$ cat config.mk
export PLATFORM = sky130hd
export DESIGN_NAME = imem_loader_flat
export DESIGN_NICKNAME = d
export VERILOG_FILES = /design/src/rtl/imem_loader_if.sv /design/src/rtl/imem_loader.sv /design/src/flat_wrapper.sv
export SDC_FILE = /design/constraint.sdc
export NUM_CORES = 1
export LEC_CHECK = 0
export CAP_MARGIN = 20
export CORE_AREA = 2 2 102 104
export DETAILED_ROUTE_END_ITERATION = 6
export DIE_AREA = 0 0 104 106
export PLACE_DENSITY = 0.76
export SETUP_SLACK_MARGIN = 0.1
export SYNTH_ARGS = -nofsm -noshare
export SYNTH_HDL_FRONTEND = slang
export SYNTH_SLANG_ARGS = --single-unit
$ cat constraint.sdc
create_clock -name clk -period 2.51 [get_ports clk]
set_clock_uncertainty 0.05 [all_clocks]
set_input_delay 0.3765 -clock clk [delete_from_list [all_inputs] [get_ports clk]]
set_output_delay 0.3765 -clock clk [all_outputs]
set_load 0.1 [all_outputs]
$ cat src/rtl/imem_loader_if.sv
// imem_loader_if -- byte-stream input and instruction-memory write bus of the loader.
//
// Byte stream (valid/ready): the source drives byteIn and raises byteValid and
// keeps both stable until a transfer happens. A transfer takes place on a rising
// clk edge where byteValid=1 and byteReady=1. byteReady does not depend on
// byteValid.
//
// Memory write: memWrite is a one-cycle strobe. memAddress (byte address,
// word-aligned) and memData are valid while memWrite=1 and hold their values
// otherwise.
//
// Modports:
//   master -- stream source / memory sink (drives bytes, observes writes)
//   slave  -- the loader (consumes bytes, issues writes)
interface imem_loader_if;
  logic [7:0]  byteIn;
  logic        byteValid;
  logic        byteReady;
  logic        memWrite;
  logic [31:0] memAddress;
  logic [31:0] memData;

  modport master (
    output byteIn, byteValid,
    input  byteReady, memWrite, memAddress, memData
  );

  modport slave (
    input  byteIn, byteValid,
    output byteReady, memWrite, memAddress, memData
  );
endinterface

$ cat src/rtl/imem_loader.sv
// imem_loader -- loads a program into instruction memory from a byte stream,
// holding the CPU datapath in reset until the whole image has been written.
//
// Stream: 2-byte little-endian word count N, then 4*N little-endian words.
// N==0 or N>WORDS aborts the session into the error state.
//
// Ports:
//   clk        clock, all state updates on rising edge
//   reset      asynchronous active-low reset
//   start      one-cycle request for a new session (honoured when idle/done/error)
//   bus        imem_loader_if.slave: byte stream in, memory write strobe out
//   cpuResetN  datapath released (1) only after a successful load
//   busy       session in progress
//   done       session completed (sticky until next honoured start)
//   error      session failed (sticky until next honoured start)
//   dbg_state  current FSM state encoding, for observation only
module imem_loader #(
  parameter int          WORDS = 64,
  parameter logic [31:0] BASE  = 32'h0000_0000
) (
  input  logic          clk,
  input  logic          reset,
  input  logic          start,
  imem_loader_if.slave  bus,
  output logic          cpuResetN,
  output logic          busy,
  output logic          done,
  output logic          error,
  output logic [2:0]    dbg_state
);

  typedef enum logic [2:0] {
    S_IDLE    = 3'd0,
    S_HDR_LO  = 3'd1,
    S_HDR_HI  = 3'd2,
    S_COLLECT = 3'd3,
    S_WRITE   = 3'd4,
    S_DONE    = 3'd5,
    S_ERR     = 3'd6
  } state_t;

  localparam logic [31:0] WORDS_W = 32'(WORDS);

  state_t      state_q,    state_d;
  logic [15:0] n_q,        n_d;
  logic [15:0] word_idx_q, word_idx_d;
  logic [1:0]  byte_idx_q, byte_idx_d;
  logic [31:0] word_q,     word_d;
  logic [31:0] mem_addr_q, mem_addr_d;
  logic [31:0] mem_data_q, mem_data_d;

  logic        ready;
  logic        accept;
  logic [15:0] n_full;
  logic [15:0] word_idx_inc;

  assign ready  = (state_q == S_HDR_LO) || (state_q == S_HDR_HI) || (state_q == S_COLLECT);
  assign accept = ready && bus.byteValid;
  // Complete word count as it would be once the high header byte is taken.
  assign n_full       = {bus.byteIn, n_q[7:0]};
  assign word_idx_inc = word_idx_q + 16'd1;

  always_ff @(posedge clk or negedge reset) begin
    if (!reset) begin
      state_q    <= S_IDLE;
      n_q        <= '0;
      word_idx_q <= '0;
      byte_idx_q <= '0;
      word_q     <= '0;
      mem_addr_q <= BASE;
      mem_data_q <= '0;
    end else begin
      state_q    <= state_d;
      n_q        <= n_d;
      word_idx_q <= word_idx_d;
      byte_idx_q <= byte_idx_d;
      word_q     <= word_d;
      mem_addr_q <= mem_addr_d;
      mem_data_q <= mem_data_d;
    end
  end

  always_comb begin
    state_d    = state_q;
    n_d        = n_q;
    word_idx_d = word_idx_q;
    byte_idx_d = byte_idx_q;
    word_d     = word_q;
    mem_addr_d = mem_addr_q;
    mem_data_d = mem_data_q;

    case (state_q)
      S_IDLE, S_DONE, S_ERR: begin
        if (start) begin
          state_d    = S_HDR_LO;
          n_d        = '0;
          word_idx_d = '0;
          byte_idx_d = '0;
        end
      end
      S_HDR_LO: begin
        if (accept) begin
          n_d[7:0] = bus.byteIn;
          state_d  = S_HDR_HI;
        end
      end
      S_HDR_HI: begin
        if (accept) begin
          n_d = n_full;
          if ((n_full == 16'd0) || ({16'd0, n_full} > WORDS_W)) state_d = S_ERR;
          else                                                  state_d = S_COLLECT;
        end
      end
      S_COLLECT: begin
        if (accept) begin
          word_d[8*byte_idx_q +: 8] = bus.byteIn;
          byte_idx_d                = byte_idx_q + 2'd1;
          if (byte_idx_q == 2'd3) begin
            // Latch the write bus here so it holds after WRITE, when wordIdx moves on.
            state_d    = S_WRITE;
            mem_addr_d = BASE + {14'd0, word_idx_q, 2'b00};
            mem_data_d = {bus.byteIn, word_q[23:0]};
          end
        end
      end
      S_WRITE: begin
        word_idx_d = word_idx_inc;
        byte_idx_d = '0;
        if (word_idx_inc == n_q) state_d = S_DONE;
        else                     state_d = S_COLLECT;
      end
      default: state_d = S_IDLE;
    endcase
  end

  assign bus.byteReady  = ready;
  assign bus.memWrite   = (state_q == S_WRITE);
  assign bus.memAddress = mem_addr_q;
  assign bus.memData    = mem_data_q;

  assign busy      = ready || (state_q == S_WRITE);
  assign done      = (state_q == S_DONE);
  assign error     = (state_q == S_ERR);
  assign cpuResetN = (state_q == S_DONE);
  assign dbg_state = state_q;

endmodule

$ cat src/flat_wrapper.sv
// flat-port wrapper written by rule: the top's interface ports become plain ports
module imem_loader_flat 
#(
  parameter int          WORDS = 64,
  parameter logic [31:0] BASE  = 32'h0000_0000
)
  (clk, reset, start, cpuResetN, busy, done, error, dbg_state, bus_byteIn, bus_byteValid, bus_byteReady, bus_memWrite, bus_memAddress, bus_memData);
  imem_loader_if bus_i ();
  input  logic clk;
  input  logic reset;
  input  logic start;
  output logic cpuResetN;
  output logic busy;
  output logic done;
  output logic error;
  output logic [2:0] dbg_state;
  input wire logic [$bits(bus_i.byteIn)-1:0] bus_byteIn;
  input wire logic [$bits(bus_i.byteValid)-1:0] bus_byteValid;
  output wire logic [$bits(bus_i.byteReady)-1:0] bus_byteReady;
  output wire logic [$bits(bus_i.memWrite)-1:0] bus_memWrite;
  output wire logic [$bits(bus_i.memAddress)-1:0] bus_memAddress;
  output wire logic [$bits(bus_i.memData)-1:0] bus_memData;
  assign bus_i.byteIn = bus_byteIn;
  assign bus_i.byteValid = bus_byteValid;
  assign bus_byteReady = bus_i.byteReady;
  assign bus_memWrite = bus_i.memWrite;
  assign bus_memAddress = bus_i.memAddress;
  assign bus_memData = bus_i.memData;
  imem_loader #(.WORDS(WORDS), .BASE(BASE)) u_core (.clk(clk), .reset(reset), .start(start), .bus(bus_i), .cpuResetN(cpuResetN), .busy(busy), .done(done), .error(error), .dbg_state(dbg_state));
endmodule
==> impl_metrics.tcl, run 1 <==
set metrics [dict create \
    status "complete, no violations" \
    crit_type "flip-flop to output pin" \
    fmax_ghz 0.436 \
    synth-seq-cells 109 \
    design.core.area_um2 10000 \
    rsz0062_at_grt "false" \
    grt_busiest_layer "met2" \
    vias 4066 \
    ios 85 \
    synth_async_sr_flop_share 1.00 \
    intPower_w 0.00312 \
    hpwlAfterDp_um 8310 \
    yosys_warnings 0 \
    wl_per_cell_um 15.7 \
    drtPass1Iterations 5 \
    final_cell_mix "dfrtp_1, nand2_1, buf_4" \
    final_core_util 0.623 \
    ys_types 45 \
    std_cell_rows 37 \
    drive_gt1_frac 0.263 \
    final_common_cell "dfrtp_1" \
    synth_edf_count 0 \
    fin_total_pwr_w 0.00563 \
    p_sw_frac 0.446 \
    r2r_slack_ns 0.29 \
    worst_setup_path_end_kind "output pin" \
    antenna_found_initial 0 \
    area_growth_pct 18.2 \
    grt_max_degree 70 \
    critPathMaxFanout 13 \
    use_met2 0.345 \
    leakage_nw 2.96 \
    synth_sequential_area_ratio 0.518 \
    cp_data_arrival_time_ns 1.87 \
    vias_per_cell 5.49 \
    cts.sinks 109 \
    synth_flop_cell "dfrtp_1" \
    min_path_type "flip-flop to flip-flop" \
    worstPathRequired_ns 2.08 \
    overflow 0 \
    final_nets 619 \
    powerDensity_nw_per_um2 905 \
    ir_drop_mv 0.577 \
    syn_area_um2 5270 \
    ant_nets 0 \
    start_kind "flip-flop" \
    grt_pass1_vias 3823 \
    tightestPinTransition_ns 0.571 \
    grtUsageMet1 0.299 \
    cts_tree "built" \
    report.final.hold_viol_count 0 \
    grt_pass1_wl_um 19000 \
    final.setup.tns_ns 0 \
    fin_hold_ws_ns 0.434 \
    cts_buffers 9 \
    cts_root_buffer "clkbuf_8" \
    layout_min_cycle_time_ns 2.29 \
    grt_use_total 0.217 \
    gr-usage-met3 0.0368 \
    dieArea_um2 11000 \
    diodes 0 \
    initial_core_util 0.527 \
    die_w_um 104 \
    clk_latency_ns 0.37 \
    syn_area_per_cell_um2 10.1 \
    cap_violations 0 \
    p_clk_frac 0.171 \
    finalCritPeriodShare 0.913 \
    cts_max_level 3 \
    setup_viol 0 \
    p_switching_w 0.00251 \
    clk_path_buf_depth 2 \
    drc_errors 0 \
    die_h_um 106 \
    relSlewSlack 0.618 \
    drt-initial-drc-count 271 \
    comb_power_share 0.431 \
    syn-instance-count 524 \
    io_buffers 68 \
    pwr-share-seq 0.397 \
    gp_congestion 0.915 \
    path_clk_slew_ns 0.10 \
    final_max_slew_viol_count 0 \
    routed_wl_um 11600 \
]
[power groups by stage]
stage	logic (W)	registers (W)	clock network [W]
2_1_floorplan	0.00151	0.00254	0
3_3_place_gp	0.00237	0.00226	0
3_5_place_dp	0.00241	0.00227	0
4_1_cts	0.00243	0.00224	0.000994
5_1_grt	0.00262	0.00228	0.00107
6_report	0.00243	0.00224	0.000965
[path summary, 6_finish.rpt]
path / to / cells after the start / startpoint
hold reg to reg: u_core.word_q[19]$_DFFE_PN0P_ / 2 / u_core.word_q[19]$_DFFE_PN0P_
max in group asynchronous: u_core.word_idx_q[0]$_DFFE_PN0P_ / 3 / reset
hold / removal: u_core.word_q[19]$_DFFE_PN0P_ / 2 / u_core.word_q[19]$_DFFE_PN0P_
setup / recovery: bus_memWrite / 4 / u_core.dbg_state[1]$_DFFE_PN0P_
min in group asynchronous: u_core.bus.memData[25]$_DFFE_PN0P_ / 2 / reset
setup reg to reg: u_core.dbg_state[1]$_DFFE_PN0P_ / 6 / u_core.word_idx_q[2]$_DFFE_PN0P_
[cell families (layout without fill, tap and decap cells)]
logic type,Yosys count,in the layout,share of synthesized area
compound gates,95,95,0.101
buf+inv,65,131,0.0634
simple gates,171,171,0.153
xor+xnor,30,30,0.0499
flops,109,109,0.518
other cells,1,16,0.000712
fa+ha+maj,6,6,0.0142
mux,47,47,0.100
[flip-flops by register name (all words and copies together) (netlist names)]
name	cells
u_core.bus.memAddress	16
u_core.bus.memData	32
u_core.dbg_state	3
u_core.word_q	24
u_core.word_idx_q	16
u_core.n_q	16
u_core.byte_idx_q	2
[critical path: stages, from the launching register on]
cell     delay, ns
dfrtp_4       0.55
nor2_1        0.37
nand2_1       0.13
inv_1         0.24
buf_12        0.21
[through the flow]
step | std cells | instance area (um^2) | worst slack, ns
after floorplan | 539 | 5360 | 0.101
after global placement | 725 | 6040 | 0.315
after detailed placement | 725 | 6040 | 0.223
after CTS | 741 | 6220 | 0.212
after global routing | 741 | 6230 | 0.108
final | 741 | 6230 | 0.217
[cells in the mapped netlist, types with 2 or more instances]
library cell	n	area share
dfrtp_1	109	0.52
nand2_1	82	0.058
o21ai_0	67	0.064
mux2_2	47	0.10
nand3_1	27	0.026
inv_1	23	0.016
nor2_1	22	0.016
xnor2_1	21	0.035
buf_4	18	0.026
buf_2	12	0.011
clkbuf_1	11	0.0078
nor3_1	10	0.0095
xor2_1	9	0.015
a21oi_1	8	0.0076
ha_1	6	0.014
nand4_1	5	0.0059
o31ai_1	5	0.0071
and2_1	4	0.0047
nor3b_1	3	0.0043
nor4_1	3	0.0036
o22ai_1	3	0.0036
and4_1	2	0.0033
nand2b_1	2	0.0024
nor4b_1	2	0.0033
o211ai_1	2	0.0028
or4_1	2	0.0028
[layer usage]
metal,vias to the layer above,share of wire
met5,-,0
met4,0,0.018
met3,21,0.067
met2,162,0.48
met1,1968,0.43
li1,1915,-
[cell type report]
type	count	area (um^2)
multi-input cells	365	2290
flip-flops and latches	109	2740
clock buffers	9	124
inverters	23	86.3
well taps	136	170
repair buffers	93	776
fillers	856	3770
clock inverters	6	48.8
[timing repair]
| item | in CTS | in global routing |
|---|---|---|
| endpoints found under the hold margin | 40 | 0 |
| hold buffers | 1 | 0 |
| setup buffers | 0 | 0 |
| setup endpoints to repair | 0 | 2 |
| gates resized for setup | 0 | 1 |
Power figures use the tool's default switching activity.
==> run 2: changes to the inputs <==
- MAX_ROUTING_LAYER: not set -> met4
==> run 2 against run 1 <==
  * Die area unchanged
  * Final cell count stayed put
  * Setup slack gained 0.019 ns
  * Highest routed layer unchanged
  * Largest power group unchanged
  * First-iteration DRC count grew 21%
  * Total power is essentially flat
==> impl_metrics.tcl, run 2 (synthesis results as in run 1) <==
set metrics [dict create \
    setup_viol 0 \
    p_sw_frac 0.446 \
    final_cell_mix "dfrtp_1, nand2_1, buf_4" \
    drive_gt1_frac 0.263 \
    critPathMaxFanout 13 \
    vias_per_cell 5.44 \
    gp_congestion 0.931 \
    diodes 0 \
    slowest_delay_ns 0.55 \
    vias 4031 \
    io_buffers 68 \
    min_path_type "flip-flop to flip-flop" \
    die_h_um 106 \
    hpwlAfterDp_um 8310 \
    final.setup.tns_ns 0 \
    clk_latency_ns 0.37 \
    relSlewSlack 0.612 \
    die_w_um 104 \
    layout_min_cycle_time_ns 2.27 \
    cap_violations 0 \
    cts_max_level 3 \
    ios 85 \
    initial_core_util 0.527 \
    finalCritPeriodShare 0.906 \
    pwr-share-seq 0.397 \
    postCtsSetupBuffers 0 \
    worstRegToRegCells 6 \
    design.core.area_um2 10000 \
    worstPathRequired_ns 2.08 \
    comb_power_share 0.431 \
    min_path_cells 2 \
    report.final.hold_viol_count 0 \
    dieArea_um2 11000 \
    overflow 0 \
    cts.sinks 109 \
    crit_chain "nor2_1 -> nand2_1 -> inv_1 -> buf_12" \
    antenna_found_initial 0 \
    tightestPinTransition_ns 0.580 \
    drtPass1Iterations 5 \
    register_area_um2 2740 \
    drt-initial-drc-count 328 \
    area_growth_pct 18.2 \
    dp_slack_ns 0.223 \
    cts_tree "built" \
    multi_input_area_um2 2290 \
    largest_reg_flops 32 \
    cts_buffers 9 \
    intPower_w 0.00312 \
    r2r_slack_ns 0.28 \
    wl_per_cell_um 15.6 \
    fin_hold_ws_ns 0.434 \
    rsz0062_at_grt "false" \
    final_nets 619 \
    p_clk_frac 0.172 \
    worst_setup_path_end_kind "output pin" \
    ant_nets 0 \
    routed_wl_um 11600 \
    fmax_ghz 0.440 \
    num-fill-cells 856 \
    p_switching_w 0.00251 \
    path_clk_slew_ns 0.10 \
    status "complete, no violations" \
    clk_path_buf_depth 2 \
    crit_path_top_delay_cell "dfrtp_4" \
    powerDensity_nw_per_um2 904 \
    start_kind "flip-flop" \
    cts_root_buffer "clkbuf_8" \
    ir_drop_mv 0.577 \
    std_cell_rows 37 \
    leakage_nw 2.96 \
    crit_type "flip-flop to output pin" \
    setup_slack_ns 0.236 \
    grt_max_degree 70 \
    grt_pass1_vias 3819 \
    final_common_cell "dfrtp_1" \
    drc_errors 0 \
    grt_use_total 0.223 \
    grt_pass1_wl_um 19000 \
    cp_data_arrival_time_ns 1.85 \
    final_max_slew_viol_count 0 \
]
run 2: metal layers:
metal | global-route usage | up-vias | wire, um
met1 | 0.299 | 1947 | 5110
li1 | - | 1916 | -
met4 | 0.0859 | 0 | 221
met2 | 0.346 | 149 | 5540
met5 | - | - | 0
met3 | 0.0356 | 19 | 717
run 2: final timing paths:
check | from | to
setup / recovery | u_core.dbg_state[1]$_DFFE_PN0P_ | bus_memWrite
hold / removal | u_core.word_q[19]$_DFFE_PN0P_ | u_core.word_q[19]$_DFFE_PN0P_
setup reg to reg | u_core.word_idx_q[2]$_DFFE_PN0P_ | u_core.dbg_state[1]$_DFFE_PN0P_
hold reg to reg | u_core.word_q[19]$_DFFE_PN0P_ | u_core.word_q[19]$_DFFE_PN0P_
max in group asynchronous | reset | u_core.dbg_state[1]$_DFFE_PN0P_
min in group asynchronous | reset | u_core.bus.memData[29]$_DFFE_PN0P_
run 2: power by group through the flow:
stage	Clock (W)	Sequential [W]	Combinational (W)
after floorplan	0	0.00254	0.00151
after global placement	0	0.00226	0.00237
after detailed placement	0	0.00227	0.00241
after CTS	0.000994	0.00224	0.00243
after global routing	0.00107	0.00228	0.00262
final	0.000968	0.00224	0.00243
run 2: worst max-delay path: cells and delay by family, from the launching register on:
family / cells / cell delay, ns
buffers and inverters: 2 / 0.44
flip-flops: 1 / 0.55
AND/OR/NAND/NOR: 2 / 0.47
run 2: metrics by stage:
| stage | std cells | instance area [um^2] | total power (W) | util |
|---|---|---|---|---|
| floorplan | 539 | 5360 | 0.00405 | - |
| detailed placement | 725 | 6040 | 0.00469 | 0.604 |
| finish | 741 | 6230 | 0.00563 | 0.623 |
| global placement | 725 | 6040 | 0.00464 | 0.604 |
| CTS | 741 | 6220 | 0.00566 | 0.622 |
| global route | 741 | 6230 | 0.00596 | 0.623 |
run 2: what timing repair did:
item                                    CTS  global route
endpoints found under the setup margin    0             2
hold endpoints to repair                 40             0
hold buffers                              1             0
resized for setup                         0             1
run 2: area by class of cell:
class / instances / area share
sequential: 109 / 0.439
clock inverter: 6 / 0.00784
clock buffer: 9 / 0.0199
tap: 136 / 0.0273
inverter: 23 / 0.0139
multi-input combinational: 365 / 0.367
timing repair buffer: 93 / 0.125
